`config.mk`:
```
export PLATFORM = sky130hd
export DESIGN_NAME = binary_to_excess3_seq
export DESIGN_NICKNAME = d
export VERILOG_FILES = /design/src/rtl/binary_to_excess3_seq.sv
export SDC_FILE = /design/constraint.sdc
export NUM_CORES = 1
export LEC_CHECK = 0
export CELL_PAD_IN_SITES_DETAIL_PLACEMENT = 1
export CELL_PAD_IN_SITES_GLOBAL_PLACEMENT = 1
export CORE_MARGIN = 1.5
export CORE_UTILIZATION = 40
export DETAILED_ROUTE_END_ITERATION = 6
export GPL_TIMING_DRIVEN = 0
export PLACE_DENSITY_LB_ADDON = 0.1
export REMOVE_ABC_BUFFERS = 1
export SYNTH_ARGS = -nofsm -noshare
export SYNTH_HDL_FRONTEND = slang
export SYNTH_SLANG_ARGS = --single-unit
export TNS_END_PERCENT = 1
```
`constraint.sdc`:
```
create_clock -name clk -period 2.6 [get_ports clk]
set_input_delay 0.52 -clock clk [delete_from_list [all_inputs] [get_ports clk]]
set_output_delay 0.52 -clock clk [all_outputs]
set_load 0.05 [all_outputs]
```
`src/rtl/binary_to_excess3_seq.sv`:
```
// Sequential binary to multi-digit excess-3 converter (shift-add-3, one bit per clock).
// Optional per-digit odd parity output EX_PAR when B2EX3_PARITY_EN is defined.
module binary_to_excess3_seq #(
  parameter int BIN_W = 8,
  parameter int NDIG  = 3
) (
  input  logic                  clk,
  input  logic                  rst,
  input  logic [BIN_W-1:0]      B_IN,
  input  logic                  in_valid,
  output logic                  in_ready,
  output logic [4*NDIG-1:0]     EX_OUT,
  output logic                  ovf,
  output logic                  out_valid,
  input  logic                  out_ready
`ifdef B2EX3_PARITY_EN
  ,
  output logic [NDIG-1:0]       EX_PAR
`endif
);

  localparam int CNT_W = $clog2(BIN_W + 1);
  localparam logic [31:0] MAX_DEC = 32'(10**NDIG - 1);

  localparam logic [1:0] S_IDLE = 2'd0;
  localparam logic [1:0] S_CONV = 2'd1;
  localparam logic [1:0] S_DONE = 2'd2;

  logic [1:0]              r_state;
  logic [BIN_W-1:0]        r_shift;
  logic [4*NDIG-1:0]       r_bcd;
  logic [CNT_W-1:0]        r_cnt;
  logic [4*NDIG-1:0]       r_ex;
  logic                    r_ovf;

  logic [4*NDIG-1:0]       w_adj;
  logic [4*NDIG+BIN_W-1:0] w_cat_next;
  logic [4*NDIG-1:0]       w_ex3;
  logic                    w_ovf_in;

  assign w_ovf_in = ({{(32-BIN_W){1'b0}}, B_IN} > MAX_DEC);

  // Carries out of the top digit fall off the shift; ovf covers that case.
  assign w_cat_next = {w_adj, r_shift} << 1;

  genvar gi;
  generate
    for (gi = 0; gi < NDIG; gi++) begin : g_dig
      logic [3:0] w_d;
      assign w_d = r_bcd[4*gi +: 4];
      assign w_adj[4*gi +: 4] = (w_d >= 4'd5) ? (w_d + 4'd3) : w_d;
      assign w_ex3[4*gi +: 4] = w_cat_next[BIN_W + 4*gi +: 4] + 4'd3;
    end
  endgenerate

`ifdef B2EX3_PARITY_EN
  logic [NDIG-1:0] r_par;
  logic [NDIG-1:0] w_par;
  generate
    for (gi = 0; gi < NDIG; gi++) begin : g_par
      assign w_par[gi] = ~^w_ex3[4*gi +: 4];
    end
  endgenerate
  assign EX_PAR = r_par;

  always_ff @(posedge clk or posedge rst) begin
    if (rst) begin
      r_par <= '0;
    end else if (r_state == S_CONV && r_cnt == CNT_W'(1)) begin
      r_par <= r_ovf ? '0 : w_par;
    end
  end
`endif

  always_ff @(posedge clk or posedge rst) begin
    if (rst) begin
      r_state <= S_IDLE;
      r_shift <= '0;
      r_bcd   <= '0;
      r_cnt   <= '0;
      r_ex    <= '0;
      r_ovf   <= 1'b0;
    end else begin
      case (r_state)
        S_IDLE: begin
          if (in_valid) begin
            r_shift <= B_IN;
            r_bcd   <= '0;
            r_cnt   <= CNT_W'(BIN_W);
            r_ovf   <= w_ovf_in;
            r_state <= S_CONV;
          end
        end
        S_CONV: begin
          r_shift <= w_cat_next[BIN_W-1:0];
          r_bcd   <= w_cat_next[4*NDIG+BIN_W-1:BIN_W];
          r_cnt   <= r_cnt - CNT_W'(1);
          if (r_cnt == CNT_W'(1)) begin
            // 0000 is not a legal excess-3 code, so it marks an overflowed result.
            r_ex    <= r_ovf ? '0 : w_ex3;
            r_state <= S_DONE;
          end
        end
        S_DONE: begin
          if (out_ready) begin
            r_state <= S_IDLE;
          end
        end
        default: r_state <= S_IDLE;
      endcase
    end
  end

  assign in_ready  = (r_state == S_IDLE);
  assign out_valid = (r_state == S_DONE);
  assign EX_OUT    = r_ex;
  assign ovf       = r_ovf;

endmodule

```
---- Word level (Yosys, flattened, before mapping) ----
Index checks and enable logic that the tools add are counted.
operators by class
  add/sub/neg operators ................... 7
  $lt $le $gt $ge ......................... 3
  eq/ne operators ......................... 6
  multiplexer cells ....................... 13
  reductions and logical operators ........ 5
operator list
  operator                                                number
  case mux 12 bit (2 select lines)                        1
  adder 4 x 2 -> 4 bit (second input constant)            5
  case mux 8 bit (2 select lines)                         1
  >= comparator 4 x 3 -> 1 bit (second input constant)    3
  2-to-1 mux 12 bit                                       1
  2-to-1 mux 4 bit                                        3
  2-to-1 mux 8 bit                                        1
  case mux 4 bit (2 select lines)                         1
  2-to-1 mux 2 bit                                        3
  case mux 2 bit (3 select lines)                         1
  equality test 4 x 1 -> 1 bit (second input constant)    1
  inequality test 2 bit (second input constant)           2
  AND reduction 2 bit                                     2
  subtractor 4 x 1 -> 4 bit (second input constant)       1
  adder 3 x 2 -> 3 bit (second input constant)            1
  2-to-1 mux 3 bit                                        1
  AND reduction 3 bit                                     1
  equality test 2 x 1 -> 1 bit (second input constant)    1
  equality test 2 bit (second input constant)             1
  logical NOT 2 bit                                       1
  inequality test 2 x 1 -> 1 bit (second input constant)  1
  nonzero test 2 bit                                      1
word-level totals
  flip-flop bits (word level) ............. 38
  bits of input ports ..................... 12
  logic and storage cells ................. 39

---- Longest topological paths before layout ----
Gate-level depths: netlist of the first run.
  depth after elaboration ................. 3
  gate-level depth with buffers ........... 9

---- Worst setup path after synthesis of the first run ----
No wires, ideal clock.
  path kind ............................... register -> register
  from .................................... register r_bcd[0]
  to ...................................... register r_ex[7] (netlist: EX_OUT[7])
  setup time .............................. 0.126 ns
  arrival time ............................ 1.855 ns
  data required time ...................... 2.474 ns
  setup slack ............................. 0.619 ns
  stages on the path, launching flop included .. 8
  clock period less this slack ............ 1.981 ns
  cells stage by stage .................... dfrtp_1 -> inv_1 -> ha_1 -> nor2b_1 -> or3_1 -> o211ai_1 -> mux2_2 -> a221o_1
between the ends
  cells in the longest elaborated chain, start to end .. 3
  elaborated cells on any way between the ends .. 4
  classes of those cells .................. add/sub: 2; order compare: 1; mux: 1
ends and longest elaborated chain
  element                                                               line  text
  from (decl)                                                           31    logic [4*NDIG-1:0] r_bcd;
  from (signal assigned)                                                96    r_bcd <= w_cat_next[4*NDIG+BIN_W-1:BIN_W];
  adder 4 x 2 -> 4 bit or >= comparator 4 x 3 -> 1 bit (tied branches)  51    assign w_adj[4*gi +: 4] = (w_d >= 4'd5) ? (w_d + 4'd3) : w_d;
  2-to-1 mux 4 bit (*)                                                  51
  adder 4 x 2 -> 4 bit (*)                                              52    assign w_ex3[4*gi +: 4] = w_cat_next[BIN_W + 4*gi +: 4] + 4'd3;
  to (signal assigned)                                                  100   r_ex <= r_ovf ? '0 : w_ex3;
  to (decl)                                                             33    logic [4*NDIG-1:0] r_ex;
Mark *: on every way between the ends. The rest lies on a longest branch, timed or not.
A chain may end at the register's enable or synchronous reset.

---- Worst setup path in the final report of the first run ----
  from .................................... register r_state[0]
  to ...................................... output port out_valid
between the ends
  cells in the longest elaborated chain, start to end .. 1
ends and longest elaborated chain
  element                 line  text
  from (decl)             29    logic [1:0] r_state;
  from (signal assigned)  77    r_state <= S_IDLE;
  from (signal assigned)  91    r_state <= S_CONV;
  from (signal assigned)  101   r_state <= S_DONE;
  equality test 2 bit     115   assign out_valid = (r_state == S_DONE);
  to (decl)               14    output logic out_valid,
No other way between the ends.

==> results.py, run 1 <==
metrics = {
    "synthesis": {
        "syn_avg_cell_area_um2": 9.19,
        "ys_top_cells_by_area": "dfrtp_1 45%, o21ai_0 7.2%, nand2_1 7.0%, ha_1 6.0%, nor3b_1 3.6%",
        "synth-edff-count": 0,
        "yosysUniqueCellTypes": 44,
        "seq_area_frac_synth_pct": 45.4,
        "synth_area_mm2": 0.00209,
        "ys_seq_elements": 38,
        "synth-async-reset-ratio_pct": 100,
        "syn_inst": 228,
        "synth_top_area_share_pct": 45.4,
        "ys_warn_count": 0,
        "ys.flop_type": "dfrtp_1",
        "yosysTopAreaCell": "dfrtp_1",
    },
    "timing": {
        "fin_hold_ws_ps": 486,
        "setup_viol": 0,
        "rsz0062_at_grt": "false",
        "slew_violations": 0,
        "finalSetupTns_ps": 0,
        "fmaxAchievable_mhz": 432,
        "hold_viol": 0,
        "max_slew_margin_pct": 46.1,
        "clock_skew_ps": 4.52,
        "tightest_slew_ps": 807,
        "final.min_clock_period_ps": 2320,
        "fin_ws_ps": 283,
        "finalCritPeriodShare_pct": 89.1,
    },
    "routing": {
        "detail-route-antenna-nets": 0,
        "drc": 0,
        "routedWlPerCell_um": 13.7,
        "vias": 1628,
        "firstDrtPassIters": 4,
        "drtIter0Drc": 61,
        "vias_per_cell": 5.10,
        "finalWirelength_um": 4370,
    },
    "power_and_ir_drop": {
        "power.density_mw_per_mm2": 1370,
        "p_seq_share_pct": 33.7,
        "swShare_pct": 46.4,
        "combinationalPowerShare_pct": 53.7,
        "ir_drop_mv": 0.709,
        "total_power_uw": 3390,
        "p_leak_uw": 0.00106,
        "pwr-share-clk_pct": 12.6,
        "internal-power_uw": 1820,
        "p_sw_uw": 1570,
    },
    "clocking": {
        "cts.sinks": 38,
        "cts_tree": "yes",
        "htreeDepth": 2,
        "cts_inserted_buffers": 5,
        "clk_path_buf_depth": 2,
        "ctsHoldBuffers": 0,
        "clkLatencyLatePin_ps": 290,
        "clk_pin_slew_ps": 80,
        "cts_root_buffer": "clkbuf_8",
    },
    "placement": {
        "preCtsSetupSlack_ps": 303,
        "hpwl_um": 3040,
        "placed_cells": 311,
        "place.gp.congestion": 0.800,
        "port-buffer-count": 25,
    },
    "critical_path": {
        "critPathMaxStageDelay_ps": 640,
        "crit_chain": "nand2b_1, inv_1, dlygate4sd2_1",
        "critPathMaxFanout": 22,
        "critPathRequiredTime_ps": 2080,
        "worst_setup_path_start_kind": "flip-flop",
        "critPathBufInv": 2,
        "crit_slowest_cell": "dfrtp_1",
        "endpoint_kind": "primary output",
        "cp.arrival_ps": 1800,
        "critPathKind": "flip-flop to primary output",
        "path_delay_family": "flip-flops",
    },
    "floorplan": {
        "start_util_pct": 41.3,
        "die_w_um": 75.4,
        "rows": 26,
        "die-area_mm2": 0.00568,
        "ios": 27,
        "core-area_mm2": 0.00507,
        "die_h_um": 75.4,
    },
    "flow_run": {
        "drv_cap": 0,
    },
    "final_layout": {
        "drive_above_1_share_pct": 9.64,
        "n_antenna_cell": 0,
        "area_delta_synth_final_pct": 18.1,
        "fin_nets": 270,
        "fill_cells": 606,
        "final_common_cell": "nand2_1",
        "final_cell_mix": "39 x nand2_1, 38 x dfrtp_1, 30 x o21ai_0, 23 x clkdlybuf4s50_1, 14 x a21oi_1",
        "stdcell_count": 319,
    },
    "worst_hold_path": {
        "hp-class": "flip-flop to flip-flop",
    },
    "global_route": {
        "grt_usage_pct": 17.2,
        "grt_pass1_wl_um": 7470,
        "grt_pass1_vias": 1609,
        "grt_max_degree": 39,
        "antenna_found_initial": 0,
        "grt-ovfl-total": 0,
    },
    "outcome": {
        "status": "finished, final reports clean",
    },
}
per-layer routing:
| metal | GRT usage, % | share of wire [%] | vias to the layer above |
|---|---|---|---|
| li1 | - | - | 810 |
| met1 | 23.0 | 48 | 787 |
| met2 | 28.2 | 48 | 27 |
| met3 | 3.97 | 3.1 | 4 |
| met4 | 4.76 | 0.96 | 0 |
| met5 | 0 | 0 | - |
cell type report:
cell class,instances,area (um2),area share [%]
multi-input cells,165,1030,41.7
flip-flops and latches,38,951,38.4
repair buffers,26,267,10.8
well taps,70,87.6,3.54
clock buffers,7,86.3,3.49
inverters,12,45.0,1.82
clock inverters,1,5.00,0.202
what timing repair did:
action | CTS | global route
endpoints found under the setup margin | 1 | 1
gates cloned | 0 | 0
setup buffers | 0 | 0
gates resized for setup | 1 | 1
registers in the layout (all words and copies together) (netlist names):
register	flops
EX_OUT	12
r_bcd	12
r_shift	8
r_state	2
r_cnt	4
synthesized netlist by cell type (2+ instances only):
master,instances
o21ai_1,6
buf_2,2
nor3_1,2
o21ai_0,30
nand2_1,39
or2_1,2
ha_1,10
nor2b_1,2
dfrtp_1,38
or2_2,2
nand2b_1,4
clkbuf_1,7
a211oi_1,3
a21oi_1,14
nor4b_1,2
inv_1,12
nor2_1,6
a22oi_1,2
mux2_2,5
buf_4,3
nand3_1,2
xnor2_1,4
nor3b_1,10
worst min-delay path: cells and delay by family (launching register included):
family / cells / cell delay [ps]
flops: 1 / 350
compound gates: 1 / 60
simple gates: 1 / 50
power by group through the flow:
stage	combinational (uW)	sequential [uW]	clock, uW
after floorplan	1090	1360	0
after global placement	1800	1140	0
after detailed placement	1860	1160	0
after CTS	1860	1150	445
after global routing	2060	1190	465
final	1820	1140	428
per-stage QoR:
stage / cell area [um2] / util (%)
2_1_floorplan: 2020 / -
3_3_place_gp: 2360 / 46.5
3_5_place_dp: 2380 / 46.9
4_1_cts: 2470 / 48.7
5_1_grt: 2470 / 48.7
6_report: 2470 / 48.7
path summary, 6_finish.rpt:
kind | depth (start not counted) | end | from | slack (ps)
hold / removal | 2 | r_bcd[9] | r_bcd[9] | 490
hold reg to reg | 2 | r_bcd[9] | r_bcd[9] | 490
setup / recovery | 3 | out_valid | r_state[0] | 280
setup reg to reg | 5 | EX_OUT[7] | r_state[0] | 380
min in group asynchronous | 2 | r_cnt[2] | rst | 710
max in group asynchronous | 2 | r_cnt[1] | rst | 1380
kinds of logic (layout without fill, tap and decap cells):
kind of cell | count (synthesis) | in the layout | synth area share, %
flip-flops | 38 | 38 | 45.4
other | 1 | 1 | 0.179
buffers and inverters | 25 | 46 | 5.50
adder cells (fa/ha/maj) | 10 | 10 | 5.97
AO/OA/AOI/OAI | 64 | 64 | 17.7
AND/OR/NAND/NOR | 78 | 78 | 19.5
XOR/XNOR | 5 | 5 | 2.09
multiplexers | 7 | 7 | 3.70
Power figures use the tool's default switching activity.
==> run 2, diff against run 1 <==
--- a/config.mk
+++ b/config.mk
@@ -6,9 +6,10 @@
 export NUM_CORES = 1
 export LEC_CHECK = 0
 export CELL_PAD_IN_SITES_DETAIL_PLACEMENT = 1
-export CELL_PAD_IN_SITES_GLOBAL_PLACEMENT = 1
+export CELL_PAD_IN_SITES_GLOBAL_PLACEMENT = 2
 export CORE_MARGIN = 1.5
-export CORE_UTILIZATION = 40
+export CORE_UTILIZATION = 35
+export CTS_BUF_LIST = sky130_fd_sc_hd__clkbuf_4 sky130_fd_sc_hd__clkbuf_8
 export DETAILED_ROUTE_END_ITERATION = 6
 export GPL_TIMING_DRIVEN = 0
 export PLACE_DENSITY_LB_ADDON = 0.1
==> constraint.sdc (replaced) <==
create_clock -name clk -period 2.6 [get_ports clk]
set_input_delay 0.78 -clock clk [delete_from_list [all_inputs] [get_ports clk]]
set_output_delay 0.78 -clock clk [all_outputs]
set_load 0.05 [all_outputs]
==> run 2 against run 1 <==
Compared with the run above:
- non-clock buffer count did not move
- highest routed layer unchanged
- final area rose by 0.71%
- routed wire length rose by 4.4%
- setup slack got worse by 86 ps
- clock skew fell by 2.5 ps
==> results.py, run 2 (synthesized netlist as in run 1, its figures left out) <==
metrics = {
    "timing": {
        "tightest_slew_ps": 829,
        "hold_viol": 0,
        "fmaxAchievable_mhz": 416,
        "slew_violations": 0,
        "rsz0062_at_grt": "false",
        "fin_hold_ws_ps": 486,
        "finalCritPeriodShare_pct": 92.4,
        "final.min_clock_period_ps": 2400,
        "setup_viol": 0,
        "clock_skew_ps": 2.04,
        "max_slew_margin_pct": 44.7,
    },
    "final_layout": {
        "final_common_cell": "nand2_1",
        "drive_above_1_share_pct": 10.4,
        "fin_nets": 270,
        "stdcell_count": 321,
        "final_cell_mix": "39 x nand2_1, 37 x dfrtp_1, 30 x o21ai_0, 23 x clkdlybuf4s50_1, 14 x a21oi_1",
        "multiInputGateArea_mm2": 0.00103,
        "area.sequential_um2": 952,
        "fill_cells": 675,
        "fin_util_pct": 44.2,
        "n_antenna_cell": 0,
        "stdcell_area_mm2": 0.00249,
        "area_delta_synth_final_pct": 18.9,
    },
    "worst_hold_path": {
        "holdCritStartpoint": "r_bcd[9]",
        "hold_depth": 2,
        "hp-class": "flip-flop to flip-flop",
        "holdPathEnd": "r_bcd[9]",
    },
    "clocking": {
        "clkLatencyLatePin_ps": 290,
        "htreeDepth": 2,
        "cts.sinks": 38,
        "cts_root_buffer": "clkbuf_8",
        "ctsHoldBuffers": 0,
        "cts_tree": "yes",
        "cts_inserted_buffers": 5,
        "clk_path_buf_depth": 2,
        "clk_pin_slew_ps": 80,
    },
    "global_route": {
        "grt_pass1_vias": 1742,
        "grt_max_degree": 39,
        "grt_pass1_wl_um": 8110,
        "grt_usage_pct": 16.3,
        "grt-ovfl-total": 0,
        "antenna_found_initial": 0,
    },
    "floorplan": {
        "die-area_mm2": 0.00646,
        "die_w_um": 80.4,
        "rows": 27,
        "ios": 27,
        "die_h_um": 80.4,
        "core-area_mm2": 0.00564,
        "start_util_pct": 37.1,
    },
    "critical_path": {
        "cp.arrival_ps": 1620,
        "worst_setup_path_start_kind": "flip-flop",
        "critPathRequiredTime_ps": 1820,
        "critPathKind": "flip-flop to primary output",
        "ff2ff_path_depth": 7,
        "r2r_slack_ps": 420,
        "worst_r2r_endpoint": "EX_OUT[7]",
        "r2r_start": "r_bcd[0]",
        "critPathMaxFanout": 22,
        "endpoint_kind": "primary output",
    },
    "routing": {
        "drtIter0Drc": 17,
        "finalWirelength_um": 4560,
        "firstDrtPassIters": 5,
        "routedWlPerCell_um": 14.2,
        "detail-route-antenna-nets": 0,
        "vias_per_cell": 5.17,
        "drc": 0,
        "vias": 1660,
    },
    "placement": {
        "port-buffer-count": 25,
        "hpwl_um": 3090,
        "dpl_cell_area_mm2": 0.00240,
        "placed_cells": 313,
        "place.gp.congestion": 0.739,
    },
    "outcome": {
        "status": "finished, final reports clean",
    },
    "power_and_ir_drop": {
        "ir_drop_mv": 0.478,
        "p_leak_uw": 0.00105,
        "power.density_mw_per_mm2": 1380,
    },
    "flow_run": {
        "drv_cap": 0,
    },
}
[run 2: cell count changes in the layout (fill, tap and decap cells not counted), sizes merged]
cell           change
dlymetal6s2s       -1
clkdlybuf4s15      +1
[run 2: metrics by stage]
step           total power, uW  setup slack (ps)  setup TNS, ps
6_report                  3450               197              0
5_1_grt                   3780               104              0
4_1_cts                   3500             0.842              0
3_5_place_dp              3050              63.7              0
3_3_place_gp              2960              -595         -11010
2_1_floorplan             2460               560              0
[run 2: per-layer routing]
| metal | GRT usage (%) | wire (um) | vias up |
|---|---|---|---|
| li1 | - | - | 811 |
| met4 | 5.17 | 60 | 0 |
| met2 | 28.9 | 2190 | 27 |
| met1 | 19.3 | 2170 | 815 |
| met5 | 0 | 0 | - |
| met3 | 3.75 | 139 | 7 |
[run 2: cell type report]
| cell class | instances | share of cell area [%] |
|---|---|---|
| Clock inverter | 1 | 0.201 |
| Inverter | 12 | 1.81 |
| Timing Repair Buffer | 26 | 11.1 |
| Sequential cell | 38 | 38.2 |
| Tap cell | 72 | 3.62 |
| Multi-Input combinational cell | 165 | 41.4 |
| Clock buffer | 7 | 3.62 |
[run 2: repair_timing]
item                       4_1_cts  5_1_grt
gates resized for setup          3        1
setup endpoints to repair        2        1
setup buffers                    0        0
[run 2: how the worst max path moves through the flow]
stage | startpoint | endpoint
3_5_place_dp | r_state[0] | out_valid
5_1_grt | r_state[0] | out_valid
6_report | r_state[0] | out_valid
2_1_floorplan | r_state[0] | in_ready
3_3_place_gp | in_valid | r_cnt[3]
4_1_cts | r_state[0] | out_valid
[run 2: critical path: stages (launching register included)]
cell,delay [ps]
dfrtp_2,560
nand2b_1,220
inv_1,70
clkdlybuf4s15_1,490
[run 2: power by group]
part | internal [uW] | leakage (uW) | switching (uW)
Clock | 225 | 0.0000517 | 222
Combinational | 768 | 0.000523 | 1090
Sequential | 856 | 0.000477 | 288
Total | 1850 | 0.00105 | 1600
